## src/rtl/auto_player_pkg.sv

```systemverilog
// Shared encodings for the auto-play sequencer: FSM states, play modes, ROM note width.
// Pure constants and helpers; no logic, no latency, no flow control.
package auto_player_pkg;

    localparam int NOTE_BITS     = 4;
    localparam int NUM_SONGS_DEF = 4;

    localparam logic [2:0] S_IDLE    = 3'd0;
    localparam logic [2:0] S_FETCH   = 3'd1;
    localparam logic [2:0] S_PLAY    = 3'd2;
    localparam logic [2:0] S_GAP     = 3'd3;
    localparam logic [2:0] S_ADVANCE = 3'd4;
    localparam logic [2:0] S_PAUSED  = 3'd5;
    localparam logic [2:0] S_DONE    = 3'd6;

    localparam logic [1:0] MODE_ONCE       = 2'd0;
    localparam logic [1:0] MODE_REPEAT_ONE = 2'd1;
    localparam logic [1:0] MODE_REPEAT_ALL = 2'd2;

    // Encoding 3 is reserved and behaves like a single pass.
    function automatic logic [1:0] mode_norm(input logic [1:0] m);
        return (m == 2'd3) ? MODE_ONCE : m;
    endfunction

endpackage

```

## src/rtl/auto_player_gap_timer.sv

```systemverilog
// Pausable down-counter: load wins, run decrements, hold otherwise; expire_o pulses
// combinationally in the last running cycle (GAP lasts exactly load_val_i running clocks).
module auto_player_gap_timer #(
    parameter int W = 8
) (
    input  logic         clk,
    input  logic         rst,
    input  logic         load_i,
    input  logic         run_i,
    input  logic [W-1:0] load_val_i,
    output logic         expire_o
);

    logic [W-1:0] cnt_q, cnt_d;

    always_comb begin
        cnt_d = cnt_q;
        if (load_i)
            cnt_d = load_val_i;
        else if (run_i && cnt_q != '0)
            cnt_d = cnt_q - 1'b1;
    end

    assign expire_o = run_i && !load_i && (cnt_q == W'(1));

    always_ff @(posedge clk) begin
        if (rst)
            cnt_q <= '0;
        else
            cnt_q <= cnt_d;
    end

endmodule

```

## src/rtl/auto_player.sv

```systemverilog
// Auto-play sequencer: walks song ROM note by note, drives Sound via snd_en/snd_over, one-hot led.
// ROM read takes one FETCH cycle per note; pause freezes PLAY/GAP in place, en=0 aborts to IDLE.
module auto_player
    import auto_player_pkg::*;
#(
    parameter int NUM_SONGS     = NUM_SONGS_DEF,
    parameter int SONG_BITS     = 3,
    parameter int CNT_BITS      = 8,
    parameter int NOTE_KEY_BITS = 7,
    parameter int GAP_CYCLES    = 2500000
) (
    input  logic                     clk,
    input  logic                     rst,
    input  logic                     en,
    input  logic [SONG_BITS-1:0]     song,
    input  logic [1:0]               mode,
    input  logic                     pause,
    input  logic                     skip_next,
    input  logic                     skip_prev,
    output logic [SONG_BITS-1:0]     rom_song,
    output logic [CNT_BITS-1:0]      rom_idx,
    input  logic [CNT_BITS-1:0]      rom_track,
    input  logic [NOTE_BITS-1:0]     rom_note,
    output logic                     snd_en,
    input  logic                     snd_over,
    output logic [NOTE_KEY_BITS-1:0] led,
    output logic                     playing,
    output logic                     done
);

    localparam int GAP_W = (GAP_CYCLES > 1) ? $clog2(GAP_CYCLES + 1) : 1;
    localparam logic [SONG_BITS-1:0] LAST_SONG  = SONG_BITS'(NUM_SONGS - 1);
    localparam logic [2:0]           OVER_STATE = (GAP_CYCLES == 0) ? S_ADVANCE : S_GAP;

    logic [2:0]           state_q, state_d;
    logic [2:0]           saved_q, saved_d;
    logic [SONG_BITS-1:0] song_q, song_d;
    logic [CNT_BITS-1:0]  idx_q, idx_d;
    logic [NOTE_BITS-1:0] note_q, note_d;

    logic                 skip, pausable, to_done;
    logic [SONG_BITS-1:0] skip_song;
    logic                 gap_load, gap_run, gap_expire;

    assign skip     = (skip_next || skip_prev) && (state_q != S_IDLE);
    assign pausable = pause && (state_q == S_PLAY || state_q == S_GAP || state_q == S_PAUSED);
    assign gap_load = en && !skip && (state_q == S_PLAY) && snd_over;
    assign gap_run  = en && !skip && !pause && (state_q == S_GAP);

    auto_player_gap_timer #(.W(GAP_W)) u_gap (
        .clk        (clk),
        .rst        (rst),
        .load_i     (gap_load),
        .run_i      (gap_run),
        .load_val_i (GAP_W'(GAP_CYCLES)),
        .expire_o   (gap_expire)
    );

    // next beats prev when both pulse together
    always_comb begin
        skip_song = song_q;
        to_done   = 1'b0;
        if (skip_next) begin
            if (song_q >= LAST_SONG) begin
                if (mode_norm(mode) == MODE_REPEAT_ALL)
                    skip_song = '0;
                else
                    to_done = 1'b1;
            end else begin
                skip_song = song_q + 1'b1;
            end
        end else if (song_q != '0) begin
            skip_song = song_q - 1'b1;
        end
    end

    always_comb begin
        state_d = state_q;
        saved_d = saved_q;
        song_d  = song_q;
        idx_d   = idx_q;
        note_d  = note_q;
        if (!en) begin
            state_d = S_IDLE;
            idx_d   = '0;
        end else if (skip) begin
            idx_d = '0;
            if (to_done) begin
                state_d = S_DONE;
            end else begin
                song_d = skip_song;
                if (pausable) begin
                    state_d = S_PAUSED;
                    saved_d = S_FETCH;
                end else begin
                    state_d = S_FETCH;
                end
            end
        end else begin
            case (state_q)
                S_IDLE: begin
                    song_d  = (song > LAST_SONG) ? LAST_SONG : song;
                    idx_d   = '0;
                    state_d = S_FETCH;
                end
                S_FETCH: begin
                    note_d  = rom_note;
                    state_d = S_PLAY;
                end
                // A note ending in the same cycle as pause resumes into its gap.
                S_PLAY: begin
                    if (pause) begin
                        state_d = S_PAUSED;
                        saved_d = snd_over ? OVER_STATE : S_PLAY;
                    end else if (snd_over) begin
                        state_d = OVER_STATE;
                    end
                end
                S_GAP: begin
                    if (pause) begin
                        state_d = S_PAUSED;
                        saved_d = S_GAP;
                    end else if (gap_expire) begin
                        state_d = S_ADVANCE;
                    end
                end
                S_ADVANCE: begin
                    if (idx_q < rom_track) begin
                        idx_d   = idx_q + 1'b1;
                        state_d = S_FETCH;
                    end else begin
                        idx_d = '0;
                        case (mode_norm(mode))
                            MODE_REPEAT_ONE: state_d = S_FETCH;
                            MODE_REPEAT_ALL: begin
                                song_d  = (song_q >= LAST_SONG) ? '0 : song_q + 1'b1;
                                state_d = S_FETCH;
                            end
                            default: state_d = S_DONE;
                        endcase
                    end
                end
                S_PAUSED: begin
                    if (!pause)
                        state_d = saved_q;
                end
                S_DONE:  state_d = S_DONE;
                default: state_d = S_IDLE;
            endcase
        end
    end

    always_ff @(posedge clk) begin
        if (rst) begin
            state_q <= S_IDLE;
            saved_q <= S_PLAY;
            song_q  <= '0;
            idx_q   <= '0;
            note_q  <= '0;
        end else begin
            state_q <= state_d;
            saved_q <= saved_d;
            song_q  <= song_d;
            idx_q   <= idx_d;
            note_q  <= note_d;
        end
    end

    // Note n (1-based, 0 = rest) lights key (n-1) mod NOTE_KEY_BITS.
    always_comb begin
        led = '0;
        if (state_q == S_PLAY && note_q != '0) begin
            for (int k = 0; k < NOTE_KEY_BITS; k++)
                led[k] = (((int'(note_q) - 1) % NOTE_KEY_BITS) == k);
        end
    end

    assign rom_song = song_q;
    assign rom_idx  = idx_q;
    assign snd_en   = (state_q == S_PLAY);
    assign playing  = (state_q == S_FETCH) || (state_q == S_PLAY) || (state_q == S_GAP);
    assign done     = (state_q == S_DONE);

endmodule

```

## config.mk

```make
export PLATFORM = sky130hd
export DESIGN_NAME = auto_player
export DESIGN_NICKNAME = d
export VERILOG_FILES = /design/src/rtl/auto_player_pkg.sv /design/src/rtl/auto_player_gap_timer.sv /design/src/rtl/auto_player.sv
export SDC_FILE = /design/constraint.sdc
export NUM_CORES = 1
export LEC_CHECK = 0
export ABC_AREA = 1
export CAP_MARGIN = 10
export CORE_ASPECT_RATIO = 0.6
export CORE_MARGIN = 2
export CORE_UTILIZATION = 57
export CTS_BUF_LIST = sky130_fd_sc_hd__clkbuf_8
export CTS_CLUSTER_SIZE = 20
export DETAILED_ROUTE_END_ITERATION = 16
export PLACE_DENSITY = 0.82
export SYNTH_ARGS = -nofsm -noshare
export SYNTH_HDL_FRONTEND = slang
export SYNTH_SLANG_ARGS = --single-unit
```

## constraint.sdc

```tcl
create_clock -name clk -period 4.85 [get_ports clk]
set_input_delay 0.485 -clock clk [delete_from_list [all_inputs] [get_ports clk]]
set_output_delay 0.485 -clock clk [all_outputs]
set_load 0.02 [all_outputs]
```

==> results.cfg, run 1 <==
[min_path]
hold_depth = 2
hold_class = reg -> reg

[die]
placementRows = 21
core_sq_um = 5600
die_h_um = 63.1
initial_core_util = 0.592
die_x_um = 102
boundaryPins = 45
dieArea_sq_um = 6460

[yosys]
synth_warnings = 0
synth.cell_area_sq_um = 3320
syn_inst = 517
synthFlopType = dfxtp_1
syn_nets = 563
ys_seq_area_frac = 0.254
synth-seq-cells = 42
async_flop_share = 0
synth_cell_types = 42
syn_area_per_cell_sq_um = 6.41
synth_edf_count = 0

[critical_path]
critPathTopFamily = simple AND/OR/NAND/NOR gates
slowest_delay_ns = 0.35
path_cells = inv_2 > ha_2 > nand2_2 > clkinv_2 > nand3_1 > nand2_2 > ha_1 > nand3_2 > nand2_4 > nand2_2 > nand2_2 > ha_2 > nand3_4 > nand2_2 > nand2_1 > nand2_2 > ha_1 > a21boi_0 > nand2_1 > o21bai_1 > nand3_1 > nor3_1 > dlygate4sd2_1
critPathBufInv = 3
critPathKind = reg -> out
startpoint_type = register
cp-end-kind = output pin
worstPathArrival_ns = 4.02
ff2ff_path_depth = 11
cp_data_required_time_ns = 4.37
crit_slowest_cell = dlygate4sd2_1
path_common_cell = nand2_2
path_depth = 23
cp_max_fo = 9

[sta]
timing.hold.ws_ns = 0.476
min_period_over_period = 0.930
finalClockSkew_ns = 0.00819
period_needed_ns = 4.51
fin_tns_setup_ns = 0
slew_headroom = 0.673
final_max_slew_viol_count = 0
layout_setup_ws_ns = 0.341
max_freq_ghz = 0.222
final-setup-viol-count = 0
hold_viol = 0
tightest_slew_ns = 0.489

[run]
max_cap_viol_count = 0

[placement]
placed_cell_area_sq_um = 3860
numPortBuffers = 44
placed_cells = 641
place.gp.congestion = 0.946
hpwl_um = 6810
place_ws_ns = 0.208

[clock_network]
htree_levels = 2
cts_tree = built
clockBufferDepth = 2
clk_latency_ns = 0.30
cts_hold_buf = 0
cts_sinks = 42
path_clk_slew_ns = 0.07
ctsRootBufferMaster = clkbuf_8
cts_made_buffers = 5

[layout]
postLayoutCoreUtil = 0.704
final_cells = 650
final_common_cell = nand2_1
layout_common_cells = nand2_1, inv_1, nor2_1, dfxtp_1, a21oi_1
nNetsFinal = 615
synthToLayoutAreaGrowth_pct = 18.8
layout-drive-gt1-share = 0.116
fin_area_sq_um = 3940
antenna_cells = 0

[global_route]
antenna_found_initial = 0
grt_max_degree = 15
grt_pass1_wl_um = 14300
grt_overflow = 0
grt_pass1_vias = 3187
grtUsageTotal = 0.274

[route]
routed_wl_um = 8520
vias_per_cell = 5.44
vias = 3534
wl_per_cell_um = 13.1
drtIter0Drc = 320
ant_nets = 0
drt_first_pass_iters = 7
drc = 0

[pwr]
p_leak_nw = 1.89
p_total_mw = 0.987
ir_drop_uv = 175
powerDensity_nw_per_um2 = 250

[status]
outcome = finished, final reports clean
## state kept, by name, indices dropped and copies added (netlist names)
name	cells
u_gap.cnt_q	22
rom_idx	8
note_q	4
rom_song	3
state_q	3
saved_q	2
## worst reg2reg max path, delay by kind of cell, from the launching register on
family	cells	cell delay, ns
buf+inv	4	0.83
compound gates	3	0.48
flops	1	0.42
simple gates	4	0.74
## final cells by class
class / instances / area (sq um)
multi-input combinational: 383 / 2130
fill: 510 / 1660
sequential: 42 / 841
timing repair buffer: 46 / 432
inverter: 91 / 343
tap: 80 / 100
clock buffer: 6 / 82.6
clock inverter: 2 / 8.76
## per-layer routing
| metal | global-route usage | vias up | wire [um] |
|---|---|---|---|
| met5 | 0 | - | 0 |
| met2 | 0.393 | 146 | 3400 |
| met3 | 0.0555 | 15 | 690 |
| met4 | 0.0567 | 0 | 66 |
| li1 | - | 1786 | - |
| met1 | 0.420 | 1587 | 4360 |
## logic make-up (layout without fill, tap and decap cells)
kind of cell               count (synthesis)  after routing  synth area share
adders and majority gates                 22             22            0.0830
and+or+nand+nor                          258            258             0.371
buffers and inverters                     92            145             0.105
AOI/OAI and AO/OA                         92             92             0.158
DFF                                       42             42             0.254
xor gates and xnor gates                  11             11            0.0291
## path summary, 6_finish.rpt
check / end / slack, ns / startpoint
max: led[6] / 0.34 / note_q[0]$_SDFFE_PP0P_
min: saved_q[1]$_SDFFE_PP1P_ / 0.48 / saved_q[1]$_SDFFE_PP1P_
max reg2reg: u_gap.cnt_q[15]$_SDFFE_PP0P_ / 2.35 / state_q[2]$_SDFFE_PP0P_
min reg2reg: saved_q[1]$_SDFFE_PP1P_ / 0.48 / saved_q[1]$_SDFFE_PP1P_
## power by group
part,leakage [nW],internal (mW),switching [mW]
Combinational,1.50,0.135,0.253
Sequential,0.340,0.354,0.00952
Clock,0.0524,0.113,0.122
## synth_stat cells, types with 3 or more instances
cell	count	area, sq um
xnor2_1	3	26.3
dfxtp_1	42	841
nand4_1	11	68.8
xor2_1	8	70.1
ha_1	22	275
inv_2	6	22.5
nor2_1	68	255
nand2_2	14	87.6
nand3b_1	4	30.0
o21a_1	3	22.5
nand3_2	6	60.1
nor2_2	3	18.8
nor3_1	12	60.1
inv_1	82	308
a21oi_1	39	195
nand2_1	97	364
a31oi_1	5	31.3
or2_2	6	37.5
o21ai_0	29	145
nand2_4	3	33.8
nand3_1	26	130
## what timing repair did
action / CTS / global route
buffers inserted: 0 / 1
pin swaps: 0 / 1
resized for setup: 6 / 14
endpoints found under the setup margin: 6 / 7
(Power assumes the default switching activity.)
==> run 2: changes to the inputs <==
--- a/config.mk
+++ b/config.mk
@@ -13,6 +13,7 @@
 export CTS_BUF_LIST = sky130_fd_sc_hd__clkbuf_8
 export CTS_CLUSTER_SIZE = 20
 export DETAILED_ROUTE_END_ITERATION = 16
+export HOLD_SLACK_MARGIN = 0.03
 export PLACE_DENSITY = 0.82
 export SYNTH_ARGS = -nofsm -noshare
 export SYNTH_HDL_FRONTEND = slang
==> results of run 2 <==
Same layout as run 1: the final DEF is identical, and so are final timing and power.
==> run 3: changes to the inputs <==
--- a/config.mk
+++ b/config.mk
@@ -18,3 +18,4 @@
 export SYNTH_ARGS = -nofsm -noshare
 export SYNTH_HDL_FRONTEND = slang
 export SYNTH_SLANG_ARGS = --single-unit
+export TNS_END_PERCENT = 20
==> run 3 against run 2 <==
Against the previous run:
- die area unchanged
- sequential power about the same
- clock skew decreased by 0.00098 ns
==> results.cfg, run 3 (synthesis gave the netlist of run 1 again) <==
[clock_network]
cts_tree = built
path_clk_slew_ns = 0.07
post_cts_buffers = 0
cts_made_buffers = 5
cts_sinks = 42
ctsRootBufferMaster = clkbuf_8
clk_latency_ns = 0.30
cts_hold_buf = 0
htree_levels = 2
clockBufferDepth = 2

[global_route]
grt_pass1_vias = 3187
grt_max_degree = 15
antenna_found_initial = 0
grt_overflow = 0
grtUsageTotal = 0.274
grt_pass1_wl_um = 14300

[critical_path]
critPathTopFamily = simple AND/OR/NAND/NOR gates
worstPathArrival_ns = 4.10
path_cells = inv_4 > ha_2 > nand2_2 > inv_4 > nand3_1 > nand2_2 > ha_1 > nand3_2 > nand2_4 > nand2_2 > nand2_2 > ha_2 > nand3_4 > nand2_2 > nand2_1 > nand2_2 > ha_1 > a21boi_0 > nand2_1 > o21bai_1 > nand3_1 > nor3_1 > dlygate4sd2_1
startpoint_type = register
critPathBufInv = 3
rr_endpoint = u_gap.cnt_q[15]$_SDFFE_PP0P_
cp_max_fo = 9
cp-end-kind = output pin
cp_data_required_time_ns = 4.37
r2r_start = state_q[2]$_SDFFE_PP0P_
critPathKind = reg -> out
path_common_cell = nand2_2
crit_slowest_cell = dlygate4sd2_1
slowest_delay_ns = 0.35
reg2reg_setup_slack_ns = 2.34
ff2ff_path_depth = 11

[min_path]
hold_class = reg -> reg
hold_depth = 2
min_from = saved_q[1]$_SDFFE_PP1P_
min_to = saved_q[1]$_SDFFE_PP1P_

[pwr]
p_leak_nw = 1.89
p_int_mw = 0.602
ir_drop_uv = 175
p_comb_frac = 0.394
power_frac_seq = 0.369
power_frac_clock = 0.238
powerDensity_nw_per_um2 = 251
switching_power_mw = 0.385
swShare = 0.390

[route]
vias = 3515
met3_length_um = 617
wl_met2_um = 3420
routed_wl_um = 8510
drt_first_pass_iters = 7
highest_layer = met4
drtIter0Drc = 296
vias_per_cell = 5.42
wl_per_cell_um = 13.1
drc = 0
met1_length_um = 4420
ant_nets = 0

[die]
dieArea_sq_um = 6460
core_sq_um = 5600
die_h_um = 63.1
initial_core_util = 0.592
die_x_um = 102
placementRows = 21
boundaryPins = 45

[layout]
top_register = u_gap.cnt_q
final_cells = 649
seq_area_sq_um = 841
multiInputGateArea_sq_um = 2130
fin_area_sq_um = 3940
fillers = 510
layout_common_cells = nand2_1, inv_1, nor2_1, dfxtp_1, a21oi_1
synthToLayoutAreaGrowth_pct = 18.7
final_common_cell = nand2_1
layout-drive-gt1-share = 0.114
nNetsFinal = 614
largest_reg_flops = 22
antenna_cells = 0

[sta]
period_needed_ns = 4.59
final-setup-viol-count = 0
max_freq_ghz = 0.218
finalClockSkew_ns = 0.00721
fin_tns_setup_ns = 0
tightest_slew_ns = 0.502
slew_headroom = 0.665
rsz0062_at_grt = yes
hold_viol = 0
final_max_slew_viol_count = 0
min_period_over_period = 0.946

[placement]
place.gp.congestion = 0.946
numPortBuffers = 44
placed_cell_area_sq_um = 3860
hpwl_um = 6810
placed_cells = 641

[run]
max_cap_viol_count = 0

[status]
outcome = finished, final reports clean
-- run 3: timing repair --
| item | 4_1_cts | 5_1_grt |
|---|---|---|
| pin swaps | 0 | 1 |
| cloned | 0 | 0 |
| endpoints found under the setup margin | 6 | 7 |
| resized for setup | 6 | 17 |
-- run 3: stage by stage --
stage	total power, mW	util	setup WS (ns)	hold WS, ns
after floorplan	0.649	-	0.910	0.425
after global placement	0.733	0.690	0.497	0.451
after detailed placement	0.746	0.690	0.208	0.460
after CTS	0.977	0.705	0.00575	0.475
after global routing	1.05	0.703	-0.0114	0.505
final	0.987	0.703	0.263	0.476
-- run 3: worst reg2reg max path, delay by kind of cell (launching register included) --
family | cells | cell delay (ns)
AOI/OAI and AO/OA | 3 | 0.47
DFF | 1 | 0.42
buffers and inverters | 4 | 0.83
and+or+nand+nor | 4 | 0.74
-- run 3: worst max-delay path by stage --
| stage | startpoint | end | depth (start not counted) | slack [ns] |
|---|---|---|---|---|
| after floorplan | note_q[0]$_SDFFE_PP0P_ | led[6] | 21 | 0.91 |
| final | note_q[0]$_SDFFE_PP0P_ | led[6] | 23 | 0.26 |
| after global routing | note_q[0]$_SDFFE_PP0P_ | led[5] | 25 | -0.01 |
| after global placement | note_q[1]$_SDFFE_PP0P_ | led[0] | 25 | 0.50 |
| after detailed placement | note_q[1]$_SDFFE_PP0P_ | led[1] | 25 | 0.21 |
| after CTS | note_q[1]$_SDFFE_PP0P_ | led[3] | 23 | 0.006 |
-- run 3: layout make-up --
| type | count | share of cell area |
|---|---|---|
| Multi-Input combinational cell | 383 | 0.542 |
| Sequential cell | 42 | 0.214 |
| Timing Repair Buffer | 45 | 0.108 |
| Inverter | 91 | 0.0880 |
| Tap cell | 80 | 0.0254 |
| Clock buffer | 6 | 0.0210 |
| Clock inverter | 2 | 0.00223 |
-- run 3: layer usage --
metal  GRT usage  up-vias
li1            -     1784
met1       0.420     1591
met2       0.393      130
met3      0.0555       10
met4      0.0567        0
met5           0        -
-- run 3: power groups by stage --
stage | clock network [mW] | registers [mW] | logic [mW]
6_report | 0.235 | 0.364 | 0.389
3_5_place_dp | 0 | 0.371 | 0.375
5_1_grt | 0.253 | 0.365 | 0.433
4_1_cts | 0.236 | 0.363 | 0.377
3_3_place_gp | 0 | 0.371 | 0.362
2_1_floorplan | 0 | 0.374 | 0.275
